--- src/rtl/cv32e40p_ft_breakage_monitor.sv ---
// Per-replica leaky-bucket error monitor behind a TMR voter.
// Each replica runs OK/SUSPECT/BROKEN; BROKEN is sticky until rst or clear.
module cv32e40p_ft_breakage_monitor #(
    parameter int unsigned N_REPLICA          = 3,
    parameter int unsigned INCREMENT          = 1,
    parameter int unsigned DECREMENT          = 1,
    parameter int unsigned BREAKING_THRESHOLD = 3,
    parameter int unsigned COUNT_BIT          = 8,
    parameter int unsigned INC_DEC_BIT        = 2
) (
    input  logic                           clk,
    input  logic                           rst,
    input  logic                           clear_i,
    input  logic                           valid_i,
    input  logic [N_REPLICA-1:0]           err_i,
    output logic [N_REPLICA-1:0]           broken_o,
    output logic                           degraded_o,
    output logic                           fatal_o,
    output logic [N_REPLICA*COUNT_BIT-1:0] cnt_o
);

    localparam int unsigned CMAX = (1 << COUNT_BIT) - 1;
    localparam int unsigned CW   = COUNT_BIT + 1;
    localparam int unsigned NB_W = $clog2(N_REPLICA + 1);

    localparam logic [COUNT_BIT:0]   INC_X  = CW'(INCREMENT);
    localparam logic [COUNT_BIT:0]   CMAX_X = CW'(CMAX);
    localparam logic [COUNT_BIT-1:0] CMAX_C = COUNT_BIT'(CMAX);
    localparam logic [COUNT_BIT-1:0] DEC_C  = COUNT_BIT'(DECREMENT);
    localparam logic [COUNT_BIT-1:0] TH_C   = COUNT_BIT'(BREAKING_THRESHOLD);

    if (N_REPLICA != 3) begin : g_bad_replica
        $error("N_REPLICA must be 3");
    end
    if (INCREMENT >= (1 << INC_DEC_BIT) || DECREMENT >= (1 << INC_DEC_BIT)) begin : g_bad_incdec
        $error("INCREMENT/DECREMENT exceed INC_DEC_BIT width");
    end
    if (BREAKING_THRESHOLD > CMAX) begin : g_bad_threshold
        $error("BREAKING_THRESHOLD above counter saturation value");
    end

    typedef enum logic [1:0] {
        ST_OK      = 2'd0,
        ST_SUSPECT = 2'd1,
        ST_BROKEN  = 2'd2
    } state_e;

    state_e               state_q [N_REPLICA];
    state_e               state_d [N_REPLICA];
    logic [COUNT_BIT-1:0] cnt_q   [N_REPLICA];
    logic [COUNT_BIT-1:0] cnt_d   [N_REPLICA];
    logic [COUNT_BIT:0]   sum;
    logic [NB_W-1:0]      n_broken;

    always_ff @(posedge clk) begin
        if (rst || clear_i) begin
            for (int k = 0; k < N_REPLICA; k++) begin
                state_q[k] <= ST_OK;
                cnt_q[k]   <= '0;
            end
        end else begin
            for (int k = 0; k < N_REPLICA; k++) begin
                state_q[k] <= state_d[k];
                cnt_q[k]   <= cnt_d[k];
            end
        end
    end

    // Arithmetic is widened by one bit so the increment saturates instead of wrapping.
    always_comb begin
        sum = '0;
        for (int k = 0; k < N_REPLICA; k++) begin
            state_d[k] = state_q[k];
            cnt_d[k]   = cnt_q[k];
            if (valid_i && state_q[k] != ST_BROKEN) begin
                if (err_i[k]) begin
                    sum      = {1'b0, cnt_q[k]} + INC_X;
                    cnt_d[k] = (sum > CMAX_X) ? CMAX_C : sum[COUNT_BIT-1:0];
                end else begin
                    cnt_d[k] = (cnt_q[k] > DEC_C) ? cnt_q[k] - DEC_C : '0;
                end
                if (cnt_d[k] >= TH_C) begin
                    state_d[k] = ST_BROKEN;
                end else if (cnt_d[k] == '0) begin
                    state_d[k] = ST_OK;
                end else begin
                    state_d[k] = ST_SUSPECT;
                end
            end
        end
    end

    always_comb begin
        broken_o = '0;
        cnt_o    = '0;
        n_broken = '0;
        for (int k = 0; k < N_REPLICA; k++) begin
            broken_o[k]                      = (state_q[k] == ST_BROKEN);
            cnt_o[k*COUNT_BIT +: COUNT_BIT]  = cnt_q[k];
            if (state_q[k] == ST_BROKEN) begin
                n_broken = n_broken + 1'b1;
            end
        end
        degraded_o = (n_broken == NB_W'(1));
        fatal_o    = (n_broken >= NB_W'(2));
    end

endmodule
--- config.mk ---
export PLATFORM = sky130hd
export DESIGN_NAME = cv32e40p_ft_breakage_monitor
export DESIGN_NICKNAME = d
export VERILOG_FILES = /design/src/rtl/cv32e40p_ft_breakage_monitor.sv
export SDC_FILE = /design/constraint.sdc
export NUM_CORES = 1
export LEC_CHECK = 0
export BUFFER_PORTS_ARGS = -buffer_cell sky130_fd_sc_hd__buf_2
export CORE_MARGIN = 2
export CORE_UTILIZATION = 59
export CTS_CLUSTER_DIAMETER = 60
export DETAILED_ROUTE_END_ITERATION = 10
export HOLD_SLACK_MARGIN = 0.02
export PLACE_DENSITY = 0.81
export SYNTH_ARGS = -nofsm -noshare
export SYNTH_HDL_FRONTEND = slang
export SYNTH_SLANG_ARGS = --single-unit
export TNS_END_PERCENT = 20
--- constraint.sdc ---
create_clock -name clk -period 3 [get_ports clk]
set_clock_uncertainty 0.2 [all_clocks]
set_input_delay 0.6 -clock clk [delete_from_list [all_inputs] [get_ports clk]]
set_output_delay 0.6 -clock clk [all_outputs]
set_load 0.02 [all_outputs]
==> results.yml, run 1 <==
clock_tree:
  cts_setup_buffers: 0
  clock_path_buffers: 2
  clock-root-buffer: "clkbuf_8"
  clock_sinks: 30
  clk_pin_slew_worst_paths_ns: 0.07
  cts_max_level: 2
  cts-buffers-inserted: 5
  cts_tree: "yes"
  clkLatencyLatePin_ns: 0.28
power:
  power.density_nw_per_um2: 368
  leakagePower_nw: 1.25
  peakVddDrop_v: 0.000286
  p_total_mw: 1.14
synth:
  muxShareOfSynthArea_pct: 1.91
  synth_top_area_share_pct: 21.8
  ys_seq_area_share_pct: 21.8
  synthCells: 377
  ys_warn_count: 0
  synth_compound_area_share_pct: 26.2
  synth-edff-count: 0
  synthXorXnorAreaFrac_pct: 3.18
  ys_async_sr_fraction_pct: 0
  synthDistinctLibCells: 64
  yosys_most_used_dff: "dfxtp_1"
  synthAdderAreaFrac_pct: 5.90
  syn_area_um2: 2760
  synthSimpleGateAreaFrac_pct: 34.4
  syn_nets: 397
  yosysTopAreaCell: "dfxtp_1"
  ys_seq_elements: 30
  synthTopCellsByArea: "dfxtp_1, ha_1, nor2_1"
  syn_area_per_cell_um2: 7.31
  synth_top_family_by_area: "simple AND/OR/NAND/NOR gates"
setup_path:
  worstPathArrival_ns: 2.77
  critical_path.slowest_cell: "or4b_2"
  path_cells: "inv_1 -> ha_1 -> or4b_2 -> or3_1 -> a211o_1 -> nor4_1 -> a21oi_1"
  crit_fanout: 7
  slowest_delay_ns: 0.63
  critPathLaunchType: "register"
  critical_path_class: "register to register"
  required_ns: 2.95
  reg2reg_slack_ns: 0.18
  critPathBufInv: 1
  cp_top_family: "simple AND/OR/NAND/NOR gates"
  endpoint_kind: "register"
drt:
  antenna_left: 0
  vias_per_cell: 6.64
  drt_wl_total_um: 7330
  vias: 3042
  drtIter0Drc: 318
  first_pass_iters: 7
  drc: 0
  wl_per_cell_um: 16.0
sta:
  max_freq_mhz: 354
  setup_viol: 0
  rsz0062_at_grt: "no"
  hold_viol: 0
  finalCriticalPeriod_ns: 2.82
  drv_slew: 0
  setup_total_negative_slack_ns: 0
  slew_headroom_pct: 60.6
  worstMarginPinSlew_ns: 0.589
  fin_crit_sh_pct: 94.0
cells_and_area:
  diodes: 0
  stdcell_count: 458
  nets: 425
  fill_cells: 394
  area_growth_pct: 12.7
  drive_gt1_share_pct: 21.4
global_route:
  grt.total_usage_pct: 28.1
  grt_first_pass_wirelength_um: 12000
  grt_pass1_vias: 2581
  antenna_found_initial: 0
  grt-ovfl-total: 0
  grt_max_degree: 24
floorplan:
  core-area_um2: 4410
  rows: 24
  start_util_pct: 62.4
  die_x_um: 72.4
  dieHeight_um: 72.4
  die_area_um2: 5230
  ios: 36
placed_design:
  hpwl_um: 5320
  place.gp.congestion: 0.981
  dp_cells: 450
  io_buffer_count: 35
min_path:
  hp-class: "register to register"
job:
  drv_cap: 0
status:
  outcome: "completed"
-- where the power goes --
group | total [mW] | leakage [nW] | internal (mW) | switching (mW)
Clock | 0.342 | 0.0472 | 0.184 | 0.158
Combinational | 0.365 | 0.957 | 0.150 | 0.215
Sequential | 0.434 | 0.244 | 0.414 | 0.0204
Total | 1.14 | 1.25 | 0.748 | 0.394
-- stage by stage --
stage / hold WS [ns] / cell area [um^2] / worst slack [ns] / utilization (%)
detailed placement: 0.251 / 3000 / 0.222 / 68.1
global placement: 0.235 / 3000 / 0.335 / 68.1
CTS: 0.266 / 3100 / 0.178 / 70.2
global route: 0.293 / 3110 / 0.0390 / 70.4
finish: 0.262 / 3110 / 0.179 / 70.4
floorplan: 0.217 / 2760 / 0.0851 / -
-- tightest hold or removal path, cell delays in order, from the launching register on --
cell and delay, ns:
dfxtp_1 0.33, nand2_1 0.06, o41ai_2 0.05
-- cells by family after synthesis --
kind of cell,after synthesis
AND/OR/NAND/NOR,169
AO/OA/AOI/OAI,103
buffers and inverters,47
flip-flops,30
adder cells (fa/ha/maj),13
XOR/XNOR,10
multiplexers,5
-- cell usage in the layout (no fill, tap or decap), types with 4 or more instances in the layout --
cell / n
a211oi_1: 8
a21oi_1: 19
a31oi_1: 9
and2_1: 6
and4_1: 4
buf_2: 35
buf_4: 18
clkbuf_8: 6
dfxtp_1: 30
ha_1: 13
inv_1: 15
nand2_1: 24
nand2b_1: 8
nand3_1: 9
nand4_1: 9
nor2_1: 41
nor2b_1: 4
nor3_1: 17
nor3b_1: 4
nor4_1: 5
o2111ai_1: 5
o21a_1: 5
o21ai_0: 27
or3_1: 6
or3b_2: 4
or4_1: 4
xnor2_1: 7
-- timing repair --
action	CTS	global route
setup endpoints to repair	0	1
gates resized for setup	0	1
hold buffers	0	0
-- cells in the mapped netlist, drive strengths merged (8+ instances only) --
library cell,count
a21oi,20
ha,13
nand4,9
clkbuf,30
nand3,9
nor2,41
a31oi,9
nand2b,8
inv,15
dfxtp,30
nand2,24
a211oi,9
nor3,17
o21ai,27
nor4,8
-- per-layer routing --
metal / GRT usage, % / vias to the layer above / share of wire (%)
li1: - / 1463 / -
met4: 8.18 / 0 / 0.93
met2: 45.0 / 175 / 47
met1: 38.1 / 1391 / 43
met3: 6.11 / 13 / 9.1
met5: 0 / - / 0
-- sequential cells by signal, summed over array words and instances, names as in the netlist --
| signal | flops |
|---|---|
| state_q | 6 |
| cnt_q | 24 |
-- layout make-up --
type / count / area (um^2) / area share, %
multi-input combinational: 300 / 1980 / 63.7
clock inverter: 2 / 12.5 / 0.403
inverter: 15 / 56.3 / 1.81
sequential: 30 / 601 / 19.3
timing repair buffer: 53 / 310 / 9.99
clock buffer: 6 / 82.6 / 2.66
tap: 52 / 65.1 / 2.10
-- final timing paths --
check                       end  depth (start not counted)     startpoint
setup / recovery  state_q[0][1]                          7    cnt_q[0][1]
hold / removal    state_q[0][2]                          2  state_q[0][2]
setup reg to reg  state_q[0][1]                          7    cnt_q[0][1]
hold reg to reg   state_q[0][2]                          2  state_q[0][2]
No activity file was read; power rests on OpenSTA's default activity.
==> run 2: changes to the inputs <==
Settings changed: ABC_AREA set to 1.
==> results.yml, run 2 <==
clock_tree:
  cts_tree: "yes"
  clock-root-buffer: "clkbuf_8"
  cts-buffers-inserted: 5
  cts_resized: 0
  cts-hold-fix-buffers: 0
  cts_setup_buffers: 0
  clock_path_buffers: 2
  clock_sinks: 30
  cts_max_level: 2
  clkLatencyLatePin_ns: 0.28
  clk_pin_slew_worst_paths_ns: 0.07
placed_design:
  place.gp.congestion: 0.940
  hpwl_um: 5100
  dp_cells: 555
  io_buffer_count: 35
  placed_cell_area_um2: 2920
floorplan:
  dieHeight_um: 72.0
  ios: 36
  die_area_um2: 5190
  core-area_um2: 4410
  rows: 24
  start_util_pct: 61.8
  die_x_um: 72.0
sta:
  finalCriticalPeriod_ns: 2.48
  fin_crit_sh_pct: 82.8
  whs_ns: 0.284
  setup_viol: 0
  setup_total_negative_slack_ns: 0
  rsz0062_at_grt: "no"
  drv_slew: 0
  hold_viol: 0
  max_freq_mhz: 402
  slew_headroom_pct: 58.1
  worstMarginPinSlew_ns: 0.628
cells_and_area:
  final_cell_area_um2: 3010
  area_growth_pct: 10.3
  drive_gt1_share_pct: 11.7
  nets: 531
  postLayoutCoreUtil_pct: 68.2
  largest_reg_flops: 24
  stdcell_count: 563
  layout_common_cells: "nand2_1, inv_1, nor2_1"
  largest-register: "cnt_q"
  diodes: 0
  final_common_cell: "nand2_1"
  reg_top3: "cnt_q: 24 flops, state_q: 6 flops"
drt:
  wl_per_cell_um: 11.5
  first_pass_iters: 4
  vias: 2922
  drtIter0Drc: 123
  drc: 0
  drt_wl_total_um: 6470
  vias_per_cell: 5.19
  antenna_left: 0
min_path:
  holdCritStartpoint: "state_q[0][2]"
  hp-class: "register to register"
synth:
  syn_nets: 498
  synthTopCellsByArea: "dfxtp_1, nand2_1, inv_1"
  synthCells: 477
  synth_top_area_share_pct: 22.0
  ys_top_cells_by_count: "nand2_1, inv_1, nor2_1, nand3_1, o21ai_0"
  ys_seq_elements: 30
  synthDistinctLibCells: 30
  ys_async_sr_fraction_pct: 0
  ys_seq_area_share_pct: 22.0
  ys_warn_count: 0
  yosys_most_used_dff: "dfxtp_1"
  syn_area_per_cell_um2: 5.72
  yosysTopAreaCell: "dfxtp_1"
  syn_area_um2: 2730
  synth_most_common_cell: "nand2_1"
  synth-edff-count: 0
setup_path:
  worstPathArrival_ns: 2.43
  required_ns: 2.94
  critPathLaunchType: "register"
  critical_path_class: "register to register"
  critPathLaunch: "cnt_q[0][16]"
  crit_fanout: 8
  endpoint_kind: "register"
  r2r-start: "cnt_q[0][16]"
global_route:
  grt.total_usage_pct: 25.6
  grt_first_pass_wirelength_um: 10900
  grt_pass1_vias: 2541
  grt_max_degree: 21
  antenna_found_initial: 0
  grt-ovfl-total: 0
power:
  leakagePower_nw: 1.72
  power.density_nw_per_um2: 390
  peakVddDrop_v: 0.000252
status:
  outcome: "completed"
job:
  drv_cap: 0
## run 2: cell types whose count changed after synthesis, moves of 15 or more
| cell | delta |
|---|---|
| inv_1 | +63 |
| nand3_1 | +27 |
| nand2_1 | +102 |
| clkbuf_1 | -23 |
| nor2_1 | +30 |
| nor3_1 | -15 |
## run 2: metal layers
| metal | vias to the layer above | global-route usage (%) | routed length (um) | share of wire [%] |
|---|---|---|---|---|
| met2 | 65 | 44.3 | 3050 | 47 |
| met4 | 0 | 6.50 | 59 | 0.91 |
| met1 | 1293 | 33.3 | 3080 | 48 |
| li1 | 1558 | - | - | - |
| met5 | - | 0 | 0 | 0 |
| met3 | 6 | 4.17 | 285 | 4.4 |
## run 2: layout make-up
type / count / area (um^2)
Multi-Input combinational cell: 357 / 1770
Fill cell: 445 / 1400
Sequential cell: 30 / 601
Inverter: 79 / 297
Timing Repair Buffer: 37 / 190
Clock buffer: 7 / 86.3
Tap cell: 52 / 65.1
Clock inverter: 1 / 5.00
## run 2: worst max-delay path, cell delays in order, from the launching register on
cell and delay [ns]:
dfxtp_1 0.48, inv_1 0.15, ha_1 0.25, nor2_1 0.15, nor3_1 0.07, nor2_1 0.37
nand3_1 0.12, nand2_1 0.12, nor2_1 0.06, nand2_1 0.06, nor2_1 0.05, nand3_1 0.09
nor2_1 0.06, nor2_1 0.09, nor2_1 0.05
## run 2: metrics by stage
stage / power, mW / setup slack, ns
3_3_place_gp: 0.843 / 0.526
6_report: 1.18 / 0.515
2_1_floorplan: 0.761 / 0.395
3_5_place_dp: 0.847 / 0.556
4_1_cts: 1.18 / 0.535
5_1_grt: 1.26 / 0.323
## run 2: worst paths after layout
kind / endpoint / cells past startpoint / slack [ns]
hold reg to reg: state_q[0][2] / 2 / 0.28
hold / removal: state_q[0][2] / 2 / 0.28
setup / recovery: state_q[0][4] / 14 / 0.52
setup reg to reg: state_q[0][4] / 14 / 0.52
## run 2: kinds of logic (layout without fill, tap and decap cells)
kind of cell,Yosys count,after routing,synth area share [%]
adder cells (fa/ha/maj),14,14,6.42
XOR/XNOR,14,14,4.49
buffers and inverters,90,124,13.3
AO/OA/AOI/OAI,71,71,14.0
AND/OR/NAND/NOR,258,258,39.8
flip-flops,30,30,22.0
## run 2: where the power goes
group,switching [mW],internal [mW]
clock,0.145,0.185
combinational,0.259,0.135
sequential,0.0314,0.420
total,0.436,0.739
